--- config.mk ---
export PLATFORM = sky130hd
export DESIGN_NAME = vga_fill
export DESIGN_NICKNAME = d
export VERILOG_FILES = /design/src/rtl/vga_pkg.sv /design/src/rtl/vga_fill_addr.sv /design/src/rtl/vga_fill.sv
export SDC_FILE = /design/constraint.sdc
export NUM_CORES = 1
export LEC_CHECK = 0
export CORE_MARGIN = 2
export CORE_UTILIZATION = 46
export CTS_CLUSTER_SIZE = 40
export DETAILED_ROUTE_END_ITERATION = 10
export HOLD_SLACK_MARGIN = 0.05
export PLACE_DENSITY = 0.7
export SKIP_LAST_GASP = 1
export SLEW_MARGIN = 20
export SYNTH_ARGS = -nofsm -noshare
export SYNTH_HDL_FRONTEND = slang
export SYNTH_SLANG_ARGS = --single-unit
--- constraint.sdc ---
create_clock -name clock_100_mhz -period 3.95 [get_ports clock_100_mhz]
set_clock_uncertainty 0.1 [all_clocks]
set_input_delay 0.79 -clock clock_100_mhz [delete_from_list [all_inputs] [get_ports clock_100_mhz]]
set_output_delay 0.79 -clock clock_100_mhz [all_outputs]
set_load 0.1 [all_outputs]
--- src/rtl/vga_pkg.sv ---
// ============================================================================
// vga_pkg : screen geometry, fill defaults and fill-engine state encoding
// Rev 1.0 : initial release
// ============================================================================
`default_nettype none

package vga_pkg;

    localparam int SCREEN_W            = 640;
    localparam int SCREEN_H            = 480;
    localparam int ROW_BYTES           = 320;
    localparam int ACK_TIMEOUT_DEFAULT = 16;

    typedef enum logic [2:0] {
        ST_IDLE      = 3'd0,
        ST_CHECK     = 3'd1,
        ST_ISSUE     = 3'd2,
        ST_WAIT_ACK  = 3'd3,
        ST_WAIT_DONE = 3'd4,
        ST_NEXT      = 3'd5,
        ST_DONE      = 3'd6
    } fill_state_t;

endpackage

`default_nettype wire

--- src/rtl/vga_fill_addr.sv ---
// ============================================================================
// vga_fill_addr : row base / column counters and byte address for the filler
// Rev 1.0 : initial release
// ============================================================================
`default_nettype none

module vga_fill_addr
    import vga_pkg::*;
#(
    parameter logic [25:0] VIDEO_BASE = 26'd0
) (
    input  logic        clk,
    input  logic        rst_n,
    input  logic        load,
    input  logic        advance,
    input  logic [9:0]  x0,
    input  logic [8:0]  y0,
    input  logic [8:0]  bytes_per_row,
    input  logic [8:0]  rows,
    output logic [25:0] address,
    output logic        last_byte
);

    logic [25:0] row_base_q, row_base_d;
    logic [8:0]  col_q, col_d;
    logic [8:0]  row_q, row_d;
    logic [25:0] y_ext;
    logic        last_col;
    logic        last_row;

    assign y_ext     = {17'd0, y0};
    assign last_col  = (col_q == bytes_per_row - 9'd1);
    assign last_row  = (row_q == rows - 9'd1);
    assign last_byte = last_col && last_row;
    assign address   = row_base_q + {17'd0, col_q};

    always_comb begin
        row_base_d = row_base_q;
        col_d      = col_q;
        row_d      = row_q;
        if (load) begin
            // y0*320 built from shifts: 256*y0 + 64*y0
            row_base_d = VIDEO_BASE + (y_ext << 8) + (y_ext << 6) + {17'd0, x0[9:1]};
            col_d      = 9'd0;
            row_d      = 9'd0;
        end else if (advance) begin
            if (last_col) begin
                row_base_d = row_base_q + 26'(ROW_BYTES);
                col_d      = 9'd0;
                row_d      = row_q + 9'd1;
            end else begin
                col_d      = col_q + 9'd1;
            end
        end
    end

    always_ff @(posedge clk or negedge rst_n) begin
        if (!rst_n) begin
            row_base_q <= 26'd0;
            col_q      <= 9'd0;
            row_q      <= 9'd0;
        end else begin
            row_base_q <= row_base_d;
            col_q      <= col_d;
            row_q      <= row_d;
        end
    end

endmodule

`default_nettype wire

--- src/rtl/vga_fill.sv ---
// ============================================================================
// vga_fill : fills a 4-bpp rectangle of the 640x480 frame buffer, one byte
//            per controller handshake
// Rev 1.0 : initial release
// ============================================================================
`default_nettype none

module vga_fill
    import vga_pkg::*;
#(
    parameter logic [25:0] VIDEO_BASE  = 26'd0,
    parameter int          ACK_TIMEOUT = ACK_TIMEOUT_DEFAULT
) (
    input  logic        clock_100_mhz,
    input  logic        reset_n,
    input  logic        start,
    input  logic [9:0]  x0,
    input  logic [8:0]  y0,
    input  logic [9:0]  w,
    input  logic [8:0]  h,
    input  logic [3:0]  color,
    output logic        busy,
    output logic        done,
    output logic        error,
    output logic [25:0] mem_address,
    output logic        mem_we,
    output logic [7:0]  mem_data,
    input  logic        mem_ready
);

    localparam int TMR_W = $clog2(ACK_TIMEOUT + 1);

    fill_state_t      state_q, state_d;
    logic [9:0]       x0_q, x0_d, w_q, w_d;
    logic [8:0]       y0_q, y0_d, h_q, h_d;
    logic [3:0]       color_q, color_d;
    logic [TMR_W-1:0] timer_q, timer_d;
    logic             error_q, error_d;
    logic             load;
    logic             advance;
    logic             last_byte;
    logic [10:0]      x_end;
    logic [10:0]      y_end;
    logic             reject;

    // Sums kept at 11 bits so an oversized rectangle cannot wrap into range
    assign x_end  = {1'b0, x0_q} + {1'b0, w_q};
    assign y_end  = {2'b0, y0_q} + {2'b0, h_q};
    assign reject = (w_q == 10'd0) || (h_q == 9'd0) || x0_q[0] || w_q[0] ||
                    (x_end > 11'(SCREEN_W)) || (y_end > 11'(SCREEN_H));

    always_comb begin
        state_d = state_q;
        x0_d    = x0_q;
        y0_d    = y0_q;
        w_d     = w_q;
        h_d     = h_q;
        color_d = color_q;
        timer_d = timer_q;
        error_d = 1'b0;
        load    = 1'b0;
        advance = 1'b0;
        case (state_q)
            ST_IDLE: begin
                if (start) begin
                    x0_d    = x0;
                    y0_d    = y0;
                    w_d     = w;
                    h_d     = h;
                    color_d = color;
                    state_d = ST_CHECK;
                end
            end
            ST_CHECK: begin
                if (reject) begin
                    error_d = 1'b1;
                    state_d = ST_IDLE;
                end else begin
                    load    = 1'b1;
                    state_d = ST_ISSUE;
                end
            end
            ST_ISSUE: begin
                timer_d = '0;
                state_d = ST_WAIT_ACK;
            end
            ST_WAIT_ACK: begin
                // A write the controller suppresses never drops mem_ready
                if (!mem_ready) begin
                    state_d = ST_WAIT_DONE;
                end else if (timer_q == TMR_W'(ACK_TIMEOUT - 1)) begin
                    state_d = ST_NEXT;
                end else begin
                    timer_d = timer_q + 1'b1;
                end
            end
            ST_WAIT_DONE: begin
                if (mem_ready) begin
                    state_d = ST_NEXT;
                end
            end
            ST_NEXT: begin
                if (last_byte) begin
                    state_d = ST_DONE;
                end else begin
                    advance = 1'b1;
                    state_d = ST_ISSUE;
                end
            end
            ST_DONE: begin
                state_d = ST_IDLE;
            end
            default: begin
                state_d = ST_IDLE;
            end
        endcase
    end

    always_ff @(posedge clock_100_mhz or negedge reset_n) begin
        if (!reset_n) begin
            state_q <= ST_IDLE;
            x0_q    <= 10'd0;
            y0_q    <= 9'd0;
            w_q     <= 10'd0;
            h_q     <= 9'd0;
            color_q <= 4'd0;
            timer_q <= '0;
            error_q <= 1'b0;
        end else begin
            state_q <= state_d;
            x0_q    <= x0_d;
            y0_q    <= y0_d;
            w_q     <= w_d;
            h_q     <= h_d;
            color_q <= color_d;
            timer_q <= timer_d;
            error_q <= error_d;
        end
    end

    assign busy     = (state_q == ST_ISSUE) || (state_q == ST_WAIT_ACK) ||
                      (state_q == ST_WAIT_DONE) || (state_q == ST_NEXT);
    assign mem_we   = (state_q == ST_ISSUE) || (state_q == ST_WAIT_ACK) ||
                      (state_q == ST_WAIT_DONE);
    assign done     = (state_q == ST_DONE);
    assign error    = error_q;
    assign mem_data = {color_q, color_q};

    vga_fill_addr #(
        .VIDEO_BASE (VIDEO_BASE)
    ) u_addr (
        .clk           (clock_100_mhz),
        .rst_n         (reset_n),
        .load          (load),
        .advance       (advance),
        .x0            (x0_q),
        .y0            (y0_q),
        .bytes_per_row (w_q[9:1]),
        .rows          (h_q),
        .address       (mem_address),
        .last_byte     (last_byte)
    );

endmodule

`default_nettype wire
=== After elaboration in Yosys (flattened, before gate mapping) ===
Cells that the tools add are included.

* Register bits after elaboration: 95
* Input bits: 46
* Output and inout port bits: 38
* Logic and storage cells: 82

* Add/subtract/negate cells: 11
* Order comparisons: 2
* Eq/ne operators: 14
* Mux-type cells: 25
* Reduce and logical (&&, ||, !) cells: 19

{| class="wikitable"
|+ Operator list
! kind !! number
|-
| two-way mux 26 bit || 3
|-
| two-way mux 9 bit || 6
|-
| adder 26 x 9 -> 26 bit || 2
|-
| adder 26 x 9 -> 26 bit, second input constant || 1
|-
| adder 17 x 15 -> 18 bit || 1
|-
| adder 9 x 1 -> 9 bit, second input constant || 2
|-
| equality test 9 bit || 2
|-
| one-hot mux 3 bit (6 select lines) || 1
|-
| subtractor 9 x 1 -> 9 bit, second input constant || 2
|-
| two-way mux 3 bit || 5
|-
| adder 10 x 10 -> 11 bit || 1
|-
| > comparator 11 x 10 -> 1 bit, second input constant || 1
|-
| adder 9 x 9 -> 10 bit || 1
|-
| > comparator 10 x 9 -> 1 bit, second input constant || 1
|-
| zero test 10 bit || 1
|-
| two-way mux 5 bit || 2
|-
| one-hot mux 5 bit (2 select lines) || 1
|-
| equality test 3 bit, second input constant || 3
|-
| zero test 9 bit || 1
|-
| logical OR 1 bit || 8
|-
| != test 2 bit, second input constant || 4
|-
| equality test 3 x 2 -> 1 bit, second input constant || 2
|-
| two-way mux 1 bit || 6
|-
| AND reduction 3 bit || 2
|-
| other kinds (9) || 12
|}

=== Depth between registers and ports, before layout ===
Gate-level depths: netlist of the first run.

* Word-level depth: 10
* Depth in mapped cells: 13
* Mapped depth without buffers: 11

=== By module ===
A second synthesis of the first run with hierarchy kept.

* Cell total of the unflattened synthesis: 757
* Area, all modules: 7163.1 µm²

{| class="wikitable"
|+ Modules (own cells, without submodules)
! module !! times used !! cells an instance !! area an instance (µm²) !! seq. area each (µm²)
|-
| vga_fill_addr || 1 || 470 || 4151.5 || 1101.1
|-
| vga_fill || 1 || 287 || 3011.6 || 1276.2
|}

=== Least setup slack after synthesis of the first run ===
OpenSTA, ideal clock, no wires.

* Path kind: register -> output
* Start: reg u_addr.col_q[0]
* End: out mem_address[12]
* Data arrival time: 3.630 ns
* Required time: 3.060 ns
* Slack: -0.570 ns
* Stages on the path, launching flop included: 12
* Buffers on the path: 0
* Cell sequence: dfrtp_1 -> ha_1 -> inv_1 -> fa_1 -> nor2b_1 -> o21ai_0 -> a21boi_0 -> o21ai_0 -> a21boi_0 -> o21ai_1 -> a21boi_0 -> xor2_1

* Longest elaborated chain between the ends: 1

{| class="wikitable"
|+ RTL lines
! item !! RTL line !! text
|-
| from (decl) || vga_fill_addr.sv:25 || <nowiki>logic [8:0] col_q, col_d;</nowiki>
|-
| from (signal assigned) || vga_fill_addr.sv:64 || <nowiki>col_q <= col_d;</nowiki>
|-
| adder 26 x 9 -> 26 bit || vga_fill_addr.sv:35 || <nowiki>assign address = row_base_q + {17'd0, col_q};</nowiki>
|-
| to (decl) || vga_fill.sv:25 || <nowiki>output logic [25:0] mem_address,</nowiki>
|}

No other way between the ends.

=== Final worst setup path of the first run ===
* Start: reg u_addr.col_q[1]
* End: out mem_address[17]

The elaborated chain is that of the path after synthesis.

==> results_dict.tcl, run 1 <==
set metrics [dict create \
    synth_async_sr_flop_share 1.00 \
    place.port_buffers 83 \
    yosysSeqAreaShare 0.348 \
    grt.total_usage 0.221 \
    grt_first_pass_wirelength_mm 28.7 \
    post_synth_mux_area_share 0.0848 \
    syn_to_final_growth_pct 26.5 \
    chipWidth_um 126 \
    tightestPinTransition_ns 0.976 \
    power.net_switching_mw 3.84 \
    power.total_mw 7.58 \
    synth_edf_count 0 \
    synth_cells 738 \
    synth_largest_area_cell "dfrtp_1" \
    starting_density 0.470 \
    clkSinkCount 95 \
    worstSetupStartpointType "flop" \
    fraction_of_the_mapped_netlist_area_in_simple_logic_gates 0.185 \
    share_comb_of_total_power 0.647 \
    pre_cts_slack_ns 0.116 \
    worst_r2r_startpoint "w_q[1]" \
    antenna_left 0 \
    total_leakage_power_nw 3.65 \
    synth-adder-area-share 0.0970 \
    power_frac_seq 0.236 \
    grt_start_max_net_pins 53 \
    finalHoldWorstSlack_ns 0.279 \
    final_cells 1016 \
    floorplan_core_area_sq_um 14500 \
    synth_top_area_share 0.348 \
    antenna_found_initial 0 \
    power_per_cell_area_nw_per_um2 877 \
    data_required_time_at_the_worst_endpoint_ns 3.06 \
    ioPinCount 84 \
    drt_pre_antenna_iters 6 \
    synth.avg_cell_area_sq_um 9.26 \
    worstPathCellList "ha_1 -> a21o_1 -> a21oi_1 -> o21ai_0 -> a2111o_1 -> nand3_1 -> nand2_2 -> nand4_1 -> xnor2_2 -> buf_12" \
    fin_nets 924 \
    postLayoutCoreUtil 0.595 \
    final_max_slew_viol_count 0 \
    placed_cells 1000 \
    outcome "finished, final reports clean" \
    worst_skew_pair.late_latency_ns 0.36 \
    fmax_mhz 260 \
    number_of_global_route_vias_before_repair 5907 \
    final_hold_viol_count 0 \
    post-route-period-util 0.974 \
    finalWorstPathRequiredPeriod_ns 3.85 \
    netSwitchingFraction 0.506 \
    drive_above_1_share 0.169 \
    cts_buffer_depth 2 \
    yosysUniqueCellTypes 63 \
    level_count_of_the_clock_h_tree 3 \
    cts_made_buffers 9 \
    rows 44 \
    clock_tree_from_tritoncts "built" \
    worstSetupStartpoint "u_addr.col_q[1]" \
    clk_pin_slew_worst_paths_ns 0.07 \
    residual_drc 0 \
    clock_tree_root_buffer_cell "clkbuf_16" \
    critPathMaxFanout 7 \
    clock_power_share 0.117 \
    fp.dieArea_sq_um 15900 \
    combinational_family_with_the_most_area_after_synthesis "simple AND/OR/NAND/NOR gates" \
    worstSetupPathType "reg -> out" \
    yosys.area_share.xor_xnor 0.103 \
    routed_via_density 5.74 \
    setup_ws_ns 0.103 \
    setup_tns_final_ns 0 \
    routed_wirelength_mm 16.9 \
    detailroute.via_count 5828 \
    diodes 0 \
    slowest_stage "a2111o_1" \
    worstHoldPathType "in -> async" \
    setup_viol 0 \
    grt_setup_unrepaired "true" \
    worst_path_largest_cell_delay_ns 0.47 \
    ys.flop_type "dfrtp_1" \
    area_fraction_in_compound_gates_after_synthesis 0.142 \
    worstSetupEndpointType "primary output" \
    synth_fp_nets 834 \
    drv_cap 0 \
    drt_iter0_drc 302 \
    placed_area_sq_um 8300 \
    postSynthRegisterBits 95 \
    ys_top_cells_by_area "dfrtp_1, ha_1, xnor2_1" \
    internal-power_mw 3.74 \
    die_y_um 126 \
    synth-warning-count 0 \
    overflow 0 \
    critical_path_arrival_ns 2.96 \
    final_area_sq_um 8640 \
    relSlewSlack 0.347 \
    vdd_ir_drop_max_mv 0.836 \
    gp_congestion 0.918 \
    post_drt_wl_per_cell_um 16.6 \
    mappedNetlistArea_sq_um 6840 \
    post-dp-hpwl_mm 13.0 \
]
repair_timing:
action                                  in CTS  in global routing
resized for setup                           12                  6
buffers inserted                             1                  0
hold buffers                                 0                  0
endpoints found under the setup margin      12                 26
pin swaps                                    1                  5
cloned                                       0                  0
flip-flops by register name (all words and copies together) (netlist names):
name,flops
error,1
u_addr.col_q,9
h_q,9
y0_q,9
u_addr.row_q,9
timer_q,5
u_addr.row_base_q,26
w_q,10
state_q,3
color_q,4
x0_q,10
path summary, 6_finish.rpt:
check	slack (ns)	cells after the start	endpoint
worst max register to register	0.32	10	u_addr.row_base_q[18]
worst max-delay path	0.10	10	mem_address[17]
worst min-delay path	0.28	1	timer_q[4]
max in group asynchronous	2.67	2	h_q[1]
worst min register to register	0.42	1	u_addr.row_base_q[2]
min in group clock_100_mhz	0.42	1	u_addr.row_base_q[2]
metal layers:
metal / wire length [um] / up-vias / GRT usage
li1: - / 2813 / -
met1: 7730 / 2804 / 0.297
met2: 7960 / 192 / 0.364
met3: 909 / 19 / 0.0293
met4: 289 / 0 / 0.0873
met5: 0 / - / 0
placed cells by master (no fill, tap or decap), types with 5 or more instances in the layout:
cell	netlist	final
a21o_1	10	10
a21oi_1	39	33
a21oi_2	0	6
and2_1	6	5
and3_1	12	12
buf_12	0	20
buf_4	4	29
clkbuf_16	0	9
clkdlybuf4s50_1	0	53
dfrtp_1	95	95
ha_1	45	45
inv_1	46	46
mux2_2	39	39
mux2i_1	14	14
nand2_1	45	44
nand2b_1	8	8
nand3_1	27	27
nand4_1	12	12
nor2_1	46	45
nor2b_1	14	14
nor3_1	18	18
nor4_1	8	8
o2111ai_1	5	5
o211ai_1	9	9
o21ai_0	45	43
or2_2	6	6
or3_1	14	14
xnor2_1	51	45
xnor2_2	0	6
xor2_1	29	18
xor2_2	0	5
xor2_4	0	6
worst max-delay path: cells and delay by family (launching register included):
| kind | cells | cell delay, ns |
|---|---|---|
| AO/OA/AOI/OAI | 4 | 1.02 |
| buffers and inverters | 1 | 0.20 |
| AND/OR/NAND/NOR | 3 | 0.50 |
| flip-flops | 1 | 0.41 |
| XOR/XNOR | 1 | 0.16 |
| adder cells (fa/ha/maj) | 1 | 0.30 |
kinds of logic (layout without fill, tap and decap cells):
logic type,count (synthesis),after routing
multiplexers,53,53
adder cells (fa/ha/maj),50,50
flip-flops,95,95
AND/OR/NAND/NOR,239,239
buffers and inverters,69,163
AO/OA/AOI/OAI,152,152
XOR/XNOR,80,80
power by group through the flow:
| stage | combinational (mW) | clock, mW | sequential, mW |
|---|---|---|---|
| CTS | 4.88 | 0.909 | 1.78 |
| global placement | 4.71 | 0 | 1.78 |
| floorplan | 3.56 | 0 | 1.83 |
| detailed placement | 4.85 | 0 | 1.80 |
| global route | 5.32 | 0.941 | 1.84 |
| finish | 4.91 | 0.887 | 1.79 |
synthesized netlist by cell type (4+ instances only):
| master | number |
|---|---|
| inv_1 | 46 |
| and3_1 | 12 |
| buf_2 | 4 |
| nor2_1 | 46 |
| xnor2_1 | 51 |
| ha_1 | 45 |
| o2111ai_1 | 5 |
| dfrtp_1 | 95 |
| nor3b_1 | 4 |
| nand2b_1 | 8 |
| nor4_1 | 8 |
| and2_1 | 6 |
| mux2_2 | 39 |
| a21boi_0 | 5 |
| nand3_1 | 27 |
| nand2_1 | 45 |
| a31oi_1 | 4 |
| o21ai_0 | 45 |
| xor2_1 | 29 |
| nor2b_1 | 14 |
| o211ai_1 | 9 |
| or3_1 | 14 |
| fa_1 | 5 |
| or2_2 | 6 |
| a21o_1 | 10 |
| mux2i_1 | 14 |
| a21oi_1 | 39 |
| clkbuf_1 | 15 |
| or4_1 | 4 |
| buf_4 | 4 |
| nor3_1 | 18 |
| nand4_1 | 12 |
| o21a_1 | 4 |
final cells by class:
type / instances / area, sq um
fill: 1287 / 5890
multi-input combinational: 574 / 4430
sequential: 95 / 2380
timing repair buffer: 102 / 1150
clock buffer: 12 / 246
tap: 184 / 230
inverter: 46 / 173
clock inverter: 3 / 43.8
(Power assumes the default switching activity.)
==> run 2, diff against run 1 <==
Clock period 3.95 ns to 5 ns, I/O delays scaled along.
==> results_dict.tcl, run 2 (synthesized netlist as in run 1, its figures left out) <==
set metrics [dict create \
    fmax_mhz 213 \
    routed_wirelength_mm 16.5 \
    gp_congestion 0.831 \
    final_max_slew_viol_count 0 \
    top_register "u_addr.row_base_q" \
    residual_drc 0 \
    place.port_buffers 83 \
    worst_skew_pair.late_latency_ns 0.36 \
    relSlewSlack 0.345 \
    setup_tns_final_ns 0 \
    antenna_found_initial 0 \
    cts_post_setup_buffers_inserted 0 \
    drt_iter0_drc 370 \
    mostFrequentLayoutCells "dfrtp_1, clkdlybuf4s50_1, xnor2_1" \
    vdd_ir_drop_max_mv 0.484 \
    cts_resized 0 \
    largest_register_ffs 26 \
    detailroute.via_count 5738 \
    post-dp-hpwl_mm 12.3 \
    postLayoutCoreUtil 0.560 \
    grt_setup_unrepaired "false" \
    outcome "finished, final reports clean" \
    total_leakage_power_nw 3.46 \
    cts_buffer_depth 2 \
    clkSinkCount 95 \
    critPathMaxFanout 7 \
    tightestPinTransition_ns 0.979 \
    clk_pin_slew_worst_paths_ns 0.07 \
    grt_first_pass_wirelength_mm 28.0 \
    routed_via_density 5.74 \
    chipWidth_um 126 \
    data_required_time_at_the_worst_endpoint_ns 3.90 \
    power_per_cell_area_nw_per_um2 715 \
    drt_pre_antenna_iters 5 \
    post_drt_wl_per_cell_um 16.5 \
    worstPathCellList "ha_1 -> inv_1 -> fa_1 -> nor2b_1 -> o21ai_0 -> a21boi_0 -> o21ai_0 -> a21boi_0 -> o21ai_1 -> a21boi_0 -> xor2_1 -> buf_12" \
    rows 44 \
    die_y_um 126 \
    clock_tree_from_tritoncts "built" \
    grt.total_usage 0.215 \
    worstSetupStartpointType "flop" \
    finalWorstPathRequiredPeriod_ns 4.70 \
    worstHoldPathType "reg -> reg" \
    final_hold_viol_count 0 \
    fin_nets 908 \
    cts_made_buffers 9 \
    worst_path_largest_cell_delay_ns 0.44 \
    slowest_stage "dfrtp_1" \
    drv_cap 0 \
    top_regs "u_addr.row_base_q (26), w_q (10), x0_q (10)" \
    worstSetupEndpointType "primary output" \
    layout_commonest_cell "dfrtp_1" \
    worstSetupPathType "reg -> out" \
    path_common_cell "a21boi_0" \
    clock_tree_root_buffer_cell "clkbuf_16" \
    crit_family "compound AO/OA/AOI/OAI gates" \
    ioPinCount 84 \
    cts_hold_repair.buffers 0 \
    setup_viol 0 \
    drive_above_1_share 0.114 \
    number_of_global_route_vias_before_repair 5846 \
    overflow 0 \
    timing.critical_path.buf_inv 2 \
    starting_density 0.470 \
    floorplan_core_area_sq_um 14500 \
    post-route-period-util 0.940 \
    level_count_of_the_clock_h_tree 3 \
    diodes 0 \
    critical_path_arrival_ns 3.60 \
    syn_to_final_growth_pct 19.2 \
    antenna_left 0 \
    grt_start_max_net_pins 67 \
    fp.dieArea_sq_um 15900 \
]
## run 2: cell count changes in the layout (fill, tap and decap cells not counted), moves of 6 or more
cell and delta:
buf_12 -13, buf_4 -10, a21oi_2 -6, xor2_4 -6, clkdlybuf4s50_1 +7, xnor2_1 +6
xor2_1 +11, a21oi_1 +6, xnor2_2 -6
## run 2: worst paths after layout
path                                           start                   end  slack, ns  cells past startpoint
worst min register to register  u_addr.row_base_q[0]  u_addr.row_base_q[0]       0.42                      1
worst max-delay path                 u_addr.col_q[0]       mem_address[14]       0.30                     12
max in group asynchronous                    reset_n                w_q[3]       3.21                      2
worst max register to register                w_q[4]  u_addr.row_base_q[6]       1.08                     10
worst min-delay path            u_addr.row_base_q[0]  u_addr.row_base_q[0]       0.42                      1
min in group asynchronous                    reset_n               x0_q[1]       0.66                      1
## run 2: where the power goes
group	internal (mW)	switching (mW)	leakage, nW
sequential	1.04	0.394	1.21
combinational	1.39	2.31	2.11
clock	0.398	0.302	0.141
total	2.82	3.00	3.46
## run 2: layout make-up
| type | count | area [sq um] |
|---|---|---|
| well taps | 184 | 230 |
| flip-flops and latches | 95 | 2380 |
| multi-input cells | 574 | 4180 |
| inverters | 46 | 173 |
| fillers | 1330 | 6390 |
| clock inverters | 5 | 58.8 |
| repair buffers | 86 | 883 |
| clock buffers | 10 | 239 |
## run 2: worst register-to-register path, stage by stage (launching register included)
cell	delay, ns
dfrtp_1	0.49
ha_1	0.45
a21o_1	0.22
a21o_1	0.19
a221oi_1	0.46
o21ai_0	0.16
a211oi_1	0.31
a211oi_1	0.17
nor2_2	0.43
buf_4	0.45
mux2_2	0.39
## run 2: layer usage
layer,vias up,track usage,wire (um)
met2,159,0.359,8010
met3,17,0.0361,840
met5,-,0,0
met1,2767,0.288,7400
met4,0,0.0666,227
li1,2795,-,-
## run 2: through the flow
stage | instances | hold WS, ns | area, sq um | total power [mW] | setup slack (ns)
4_1_cts | 1000 | 0.425 | 8140 | 5.83 | 0.297
6_report | 1000 | 0.423 | 8150 | 5.83 | 0.299
3_3_place_gp | 985 | 0.397 | 7850 | 4.96 | 0.861
3_5_place_dp | 985 | 0.406 | 7850 | 5.10 | 0.698
2_1_floorplan | 738 | 0.385 | 6840 | 4.23 | 0.270
5_1_grt | 1000 | 0.448 | 8150 | 6.25 | 0.0133
